$ cat src/rtl/cpu_pkg.sv
`default_nettype none
// ============================================================================
// Module      : cpu_pkg
// Description : Shared types and constants for the 5-stage 64-bit ARM core
//               pipeline control: sequencer state encoding, EX operand
//               forwarding-source encoding, the zero register index and the
//               per-operand forwarding selection function.
// Revision    : 1.0 - initial release
// ============================================================================
package cpu_pkg;

    // Pipeline sequencer states
    typedef enum logic [1:0] {
        RUN      = 2'd0,
        MEM_WAIT = 2'd1,
        ERR      = 2'd2
    } state_e;

    // EX operand source encoding
    localparam logic [1:0] FWD_RF  = 2'b00;  // register file read in ID
    localparam logic [1:0] FWD_MEM = 2'b01;  // EX/MEM ALU result
    localparam logic [1:0] FWD_WB  = 2'b10;  // MEM/WB write-back data

    // X31 reads as zero, so it never carries a forwardable result
    localparam logic [4:0] XZR = 5'd31;

    // The younger producer (MEM) wins over the older one (WB) so that the
    // most recent write to a register is the one forwarded.
    function automatic logic [1:0] fwd_pick(
        input logic [4:0] src,
        input logic       mem_wr,
        input logic [4:0] mem_rd,
        input logic       wb_wr,
        input logic [4:0] wb_rd
    );
        logic [1:0] sel;
        sel = FWD_RF;
        if (src != XZR) begin
            if (mem_wr && (mem_rd == src)) begin
                sel = FWD_MEM;
            end else if (wb_wr && (wb_rd == src)) begin
                sel = FWD_WB;
            end
        end
        return sel;
    endfunction

endpackage
`default_nettype wire

$ cat src/rtl/fwd_unit.sv
`default_nettype none
// ============================================================================
// Module      : fwd_unit
// Description : Purely combinational EX operand forwarding compare. Selects
//               the source of both EX operands (Rn -> A, Rm -> B) from the
//               register file, the EX/MEM result or the MEM/WB write data.
// Ports       : ex_rn_i/ex_rm_i     EX source registers
//               mem_rd_i/mem_regwr_i  destination/write flag in MEM
//               wb_rd_i/wb_regwr_i    destination/write flag leaving MEM/WB
//               fwd_a_o/fwd_b_o       operand source selects
// Revision    : 1.0 - initial release
// ============================================================================
module fwd_unit
    import cpu_pkg::*;
(
    input  logic [4:0] ex_rn_i,
    input  logic [4:0] ex_rm_i,
    input  logic [4:0] mem_rd_i,
    input  logic       mem_regwr_i,
    input  logic [4:0] wb_rd_i,
    input  logic       wb_regwr_i,
    output logic [1:0] fwd_a_o,
    output logic [1:0] fwd_b_o
);

    assign fwd_a_o = fwd_pick(ex_rn_i, mem_regwr_i, mem_rd_i, wb_regwr_i, wb_rd_i);
    assign fwd_b_o = fwd_pick(ex_rm_i, mem_regwr_i, mem_rd_i, wb_regwr_i, wb_rd_i);

endmodule
`default_nettype wire

$ cat src/rtl/hazard_sched.sv
`default_nettype none
// ============================================================================
// Module      : hazard_sched
// Description : Pipeline sequencer for the 5-stage 64-bit ARM core. Drives the
//               PC and pipeline-register enables, flush/bubble controls and EX
//               forwarding selects; resolves load-use, taken-branch and
//               multi-cycle data-memory stalls with a small FSM, a memory-wait
//               watchdog and a saturating stall-cycle counter.
// Ports       : clk, reset (async, active low)
//               id_*   : ID-stage source registers and read flags
//               ex_*   : EX-stage destination/load flags and source registers
//               mem_*, wb_* : later-stage destinations for forwarding
//               br_taken_ex, dmem_req, dmem_ready : stall/flush causes
//               *_en, if_id_flush, id_ex_bubble, mem_wb_bubble : pipe control
//               fwd_a, fwd_b : EX operand sources
//               mem_err : sticky watchdog fault; stall_cnt : cycles with pc_en=0
// Revision    : 1.0 - initial release
// ============================================================================
module hazard_sched
    import cpu_pkg::*;
#(
    parameter int MEM_TIMEOUT = 64,
    parameter int CNT_W       = 32
) (
    input  logic             clk,
    input  logic             reset,
    input  logic [4:0]       id_rn,
    input  logic [4:0]       id_rm,
    input  logic             id_use_rn,
    input  logic             id_use_rm,
    input  logic [4:0]       ex_rd,
    input  logic             ex_regwr,
    input  logic             ex_memrd,
    input  logic [4:0]       ex_rn,
    input  logic [4:0]       ex_rm,
    input  logic [4:0]       mem_rd,
    input  logic             mem_regwr,
    input  logic [4:0]       wb_rd,
    input  logic             wb_regwr,
    input  logic             br_taken_ex,
    input  logic             dmem_req,
    input  logic             dmem_ready,
    output logic             pc_en,
    output logic             if_id_en,
    output logic             id_ex_en,
    output logic             ex_mem_en,
    output logic             mem_wb_en,
    output logic             if_id_flush,
    output logic             id_ex_bubble,
    output logic             mem_wb_bubble,
    output logic [1:0]       fwd_a,
    output logic [1:0]       fwd_b,
    output logic             mem_err,
    output logic [CNT_W-1:0] stall_cnt
);

    localparam int C_WCNT_W = $clog2(MEM_TIMEOUT) + 1;
    // The RUN cycle that detects the miss is the first frozen cycle, so the
    // fault is raised on the frozen cycle whose incremented count reaches
    // MEM_TIMEOUT-1: MEM_TIMEOUT frozen cycles in total precede ERR.
    localparam logic [C_WCNT_W-1:0] C_WCNT_LAST = C_WCNT_W'(MEM_TIMEOUT - 2);

    state_e              state_q;
    state_e              state_d;
    logic [C_WCNT_W-1:0] wcnt_q;
    logic [C_WCNT_W-1:0] wcnt_d;
    logic [CNT_W-1:0]    stall_cnt_q;
    logic                mem_err_q;

    logic                w_load_use;
    logic                w_advance;
    logic [1:0]          w_fwd_a;
    logic [1:0]          w_fwd_b;

    // ------------------------------------------------------------------
    // Forwarding
    // ------------------------------------------------------------------
    fwd_unit u_fwd (
        .ex_rn_i     (ex_rn),
        .ex_rm_i     (ex_rm),
        .mem_rd_i    (mem_rd),
        .mem_regwr_i (mem_regwr),
        .wb_rd_i     (wb_rd),
        .wb_regwr_i  (wb_regwr),
        .fwd_a_o     (w_fwd_a),
        .fwd_b_o     (w_fwd_b)
    );

    assign fwd_a = reset ? w_fwd_a : FWD_RF;
    assign fwd_b = reset ? w_fwd_b : FWD_RF;

    // A load in EX whose destination is read by the instruction in ID cannot
    // be forwarded in time; one stall lets it reach MEM first.
    assign w_load_use = ex_memrd && ex_regwr && (ex_rd != XZR) &&
                        ((id_use_rn && (id_rn == ex_rd)) ||
                         (id_use_rm && (id_rm == ex_rd)));

    // ------------------------------------------------------------------
    // FSM next state and pipeline controls
    // ------------------------------------------------------------------
    always_comb begin
        state_d       = state_q;
        wcnt_d        = wcnt_q;
        w_advance     = 1'b0;
        pc_en         = 1'b0;
        if_id_en      = 1'b0;
        id_ex_en      = 1'b0;
        ex_mem_en     = 1'b0;
        mem_wb_en     = 1'b0;
        if_id_flush   = 1'b0;
        id_ex_bubble  = 1'b0;
        mem_wb_bubble = 1'b0;

        case (state_q)
            RUN: begin
                if (dmem_req && !dmem_ready) begin
                    mem_wb_bubble = 1'b1;
                    wcnt_d        = '0;
                    state_d       = MEM_WAIT;
                end else begin
                    w_advance = 1'b1;
                end
            end
            MEM_WAIT: begin
                if (dmem_ready) begin
                    w_advance = 1'b1;
                    wcnt_d    = '0;
                    state_d   = RUN;
                end else begin
                    mem_wb_bubble = 1'b1;
                    wcnt_d        = wcnt_q + 1'b1;
                    if (wcnt_q == C_WCNT_LAST) begin
                        state_d = ERR;
                    end
                end
            end
            ERR: begin
                mem_wb_bubble = 1'b1;
            end
            default: begin
                state_d = RUN;
            end
        endcase

        // Advancing cycle: the branch squash outranks load-use because the
        // instruction sitting in ID is on the wrong path anyway.
        if (w_advance) begin
            pc_en     = 1'b1;
            if_id_en  = 1'b1;
            id_ex_en  = 1'b1;
            ex_mem_en = 1'b1;
            mem_wb_en = 1'b1;
            if (br_taken_ex) begin
                if_id_flush  = 1'b1;
                id_ex_bubble = 1'b1;
            end else if (w_load_use) begin
                pc_en        = 1'b0;
                if_id_en     = 1'b0;
                id_ex_bubble = 1'b1;
            end
        end

        // Hold the whole pipeline inert while reset is applied.
        if (!reset) begin
            pc_en         = 1'b0;
            if_id_en      = 1'b0;
            id_ex_en      = 1'b0;
            ex_mem_en     = 1'b0;
            mem_wb_en     = 1'b0;
            if_id_flush   = 1'b0;
            id_ex_bubble  = 1'b0;
            mem_wb_bubble = 1'b0;
        end
    end

    // ------------------------------------------------------------------
    // State, watchdog, fault flag and stall counter
    // ------------------------------------------------------------------
    always_ff @(posedge clk or negedge reset) begin
        if (!reset) begin
            state_q     <= RUN;
            wcnt_q      <= '0;
            mem_err_q   <= 1'b0;
            stall_cnt_q <= '0;
        end else begin
            state_q <= state_d;
            wcnt_q  <= wcnt_d;
            if (state_d == ERR) begin
                mem_err_q <= 1'b1;
            end
            if (!pc_en && (stall_cnt_q != {CNT_W{1'b1}})) begin
                stall_cnt_q <= stall_cnt_q + 1'b1;
            end
        end
    end

    assign mem_err   = mem_err_q;
    assign stall_cnt = stall_cnt_q;

endmodule
`default_nettype wire

$ cat config.mk
export PLATFORM = sky130hd
export DESIGN_NAME = hazard_sched
export DESIGN_NICKNAME = d
export VERILOG_FILES = /design/src/rtl/cpu_pkg.sv /design/src/rtl/fwd_unit.sv /design/src/rtl/hazard_sched.sv
export SDC_FILE = /design/constraint.sdc
export NUM_CORES = 1
export LEC_CHECK = 0
export ABC_AREA = 0
export CELL_PAD_IN_SITES_DETAIL_PLACEMENT = 1
export CELL_PAD_IN_SITES_GLOBAL_PLACEMENT = 1
export CORE_ASPECT_RATIO = 1.5
export CORE_UTILIZATION = 38
export CTS_BUF_LIST = sky130_fd_sc_hd__clkbuf_8
export DETAILED_ROUTE_END_ITERATION = 12
export GPL_TIMING_DRIVEN = 0
export PLACE_DENSITY = 0.95
export SLEW_MARGIN = 20
export SYNTH_ARGS = -nofsm -noshare
export SYNTH_HDL_FRONTEND = slang
export SYNTH_HIERARCHICAL = 1
export SYNTH_SLANG_ARGS = --single-unit
$ cat constraint.sdc
create_clock -name clk -period 2.8 [get_ports clk]
set_input_delay 0.56 -clock clk [delete_from_list [all_inputs] [get_ports clk]]
set_output_delay 0.56 -clock clk [all_outputs]
set_load 0.01 [all_outputs]
==> metrics.txt <==
Slew @ Worst Pin=0.4693 ns; first-pass GRT wire length=12.68 mm; iteration count of the initial detailed-routing pass=4; Sum Neg Setup Slack=0 ns; mux contribution to synthesized area=0.008224; starting density of the core=0.3960; relative slew slack=0.6860; CTS sink count=42; Async SR Flop Fraction=1.000; register bit total from synthesis=42; met1 usage=0.2313; largest family of logic cells by synthesized area=simple AND/OR/NAND/NOR gates; initial antenna violation count=0; Mapped Area=0.002586 mm^2; post-synthesis sequential area ratio=0.4064; CTS Root Cell=clkbuf_8; predominant post-synthesis flop cell=dfrtp_1; I/O Buffers=90; nets=416; Critical Path Source Type=input port; Num CTS Buffers=5; vias in the first global route=2609; CTS tree=yes; Synth top area share=0.4064; Syn Nets=308; Synth Area in XOR/XNOR=0.2235; Hold Vio Cnt, Final=0; GPL Wtd Cong=0.8271; Clock Path Buffers=2; period utilisation layout=0.9746; DIE AREA=0.007147 mm^2; initial DRC count=71; GR met3 Demand/Resource=0.02639; wire per inst=18.33 um; ant diodes=0; Tightest Hold Check Type=input port to async pin; largest net degree at the start of global routing=27; unique cell type count in the Yosys netlist=40; Final Total Pwr=1.679 mW; Synth Area in Compound Gates=0.04693; Ports=91; vias per cell=5.430; adder-cell area share of the yosys netlist=0.01451; Hold Buf Count CTS=0; worst skew pair latency=0.29 ns; WL final=8.137 mm; post-synthesis simple-gate area fraction=0.2719; Max Cap Violations=0; Crit Path Category=input port to output pin; final hold slack=0.1956 ns; FMAX=366.5 MHz; post-route ant nets=0; max-slew violations=0; # DRC=0; GRT Overall Usage=0.2221; die width=69.36 um; Clock transition at path regs=0.08 ns; Core ar.=0.006531 mm^2; Worst setup EP type=output pin; Mapped Avg Cell Area=9.985 um^2; Rows=36; crit path DAT=2.17 ns; met2 usage=0.4473; area growth from synthesis to layout=46.98%; Critical Path RT=2.24 ns; layout cell share with drive strength beyond 1=0.1223; Commonest cells post-synth=42 x dfrtp_1, 42 x xnor2_1, 24 x xor2_1; P per Cell Area=441.8 mW/mm^2; status=complete, no violations; H-tree levels=2; Die Ht=103.0 um; total global routing overflow=0; # setup viols final=0; CP max FO=2; Area contributors post-synth=dfrtp_1 41%, xnor2_1 14%, xor2_1 8.1%; dpl cells=426; Ys Warns=6; routed via count=2411; post-synth top area cell=dfrtp_1; HPWL after DPL=5.926 mm; clock skew=0.003601 ns; peak supply drop=0.2512 mV; Cells after Synth=259; Layout Cells excl Fill=444; Period minus WS final=2.729 ns; static leakage power=1.714 nW; most used routing layer=met2; number of synthesized flops with an enable pin=0; number of fill cells=723
critical path, cell delays in order:
cell and delay, ns:
clkdlybuf4s50_1 0.48, xnor2_1 0.13, nand4_1 0.16, buf_4 0.17
o22ai_1 0.16, a21oi_1 0.08, nor2_1 0.10, dlygate4sd2_1 0.31
stage by stage:
stage / util / cell area (um^2) / setup WS, ns
final: 0.5820 / 3801 / 0.07120
after global routing: 0.5820 / 3801 / -0.01048
after CTS: 0.5738 / 3747 / -0.06466
after detailed placement: 0.5519 / 3605 / -0.6649
after global placement: 0.5485 / 3582 / -2.191
after floorplan: - / 2586 / 0.6648
power breakdown:
part           switching [mW]  internal, mW  total, mW
clock                   0.220         0.198      0.418
sequential             0.0966         0.670      0.766
combinational           0.215         0.280      0.494
cells by family after synthesis:
logic type / after synthesis
compound gates: 15
xor+xnor: 66
fa+ha+maj: 3
buf+inv: 12
flops: 42
mux: 2
simple gates: 119
state kept, by name (all words and copies together) (netlist names):
| register | count |
|---|---|
| state_q | 2 |
| stall_cnt | 32 |
| mem_err | 1 |
| wcnt_q | 7 |
area by class of cell:
| cell class | instances | area (um^2) | share of cell area |
|---|---|---|---|
| plain buffers | 8 | 61.31 | 0.01613 |
| clock inverters | 2 | 12.51 | 0.003292 |
| repair buffers | 101 | 994.7 | 0.2617 |
| well taps | 76 | 95.09 | 0.02502 |
| clock buffers | 6 | 82.58 | 0.02172 |
| multi-input cells | 205 | 1489 | 0.3917 |
| inverters | 4 | 15.01 | 0.003950 |
| flip-flops and latches | 42 | 1051 | 0.2765 |
cells in the final DEF, fill, tap and decap left out, types with 2 or more instances in the layout:
master	instances
ha_1	3
nand2_1	19
dlymetal6s2s_1	6
nor2_1	16
and3_1	16
xor2_1	24
clkdlybuf4s15_1	2
inv_1	3
nand3_1	15
xnor2_1	41
clkbuf_8	6
nor3_1	7
nor4_2	2
buf_4	14
and2_1	8
nor4b_4	2
clkdlybuf4s50_1	60
buf_6	3
o22ai_1	2
dlygate4sd2_1	19
and4_1	8
dfrtp_1	42
nor3b_1	2
nand4_1	18
a21oi_1	3
what timing repair did:
action | 4_1_cts | 5_1_grt
endpoints found under the hold margin | 0 | 0
cloned | 0 | 0
pin swaps | 6 | 8
resized for setup | 29 | 13
buffers inserted | 8 | 2
setup endpoints to repair | 10 | 9
final timing paths:
path | to | cells past startpoint | slack, ns | startpoint
worst max-delay path | id_ex_bubble | 8 | 0.07 | id_rn[2]
worst min-delay path | stall_cnt[16] | 1 | 0.20 | reset
worst max register to register | stall_cnt[23] | 8 | 0.79 | stall_cnt[0]
worst min register to register | stall_cnt[18] | 1 | 0.50 | stall_cnt[18]
max in group asynchronous | stall_cnt[6] | 2 | 2.17 | reset
min in group clk | stall_cnt[18] | 1 | 0.50 | stall_cnt[18]
layer usage:
| layer | part of all wire | routed length, um |
|---|---|---|
| met1 | 0.38 | 3099 |
| met2 | 0.57 | 4608 |
| met3 | 0.032 | 259 |
| met4 | 0.021 | 169 |
| met5 | 0 | 0 |
Power figures use the tool's default switching activity.
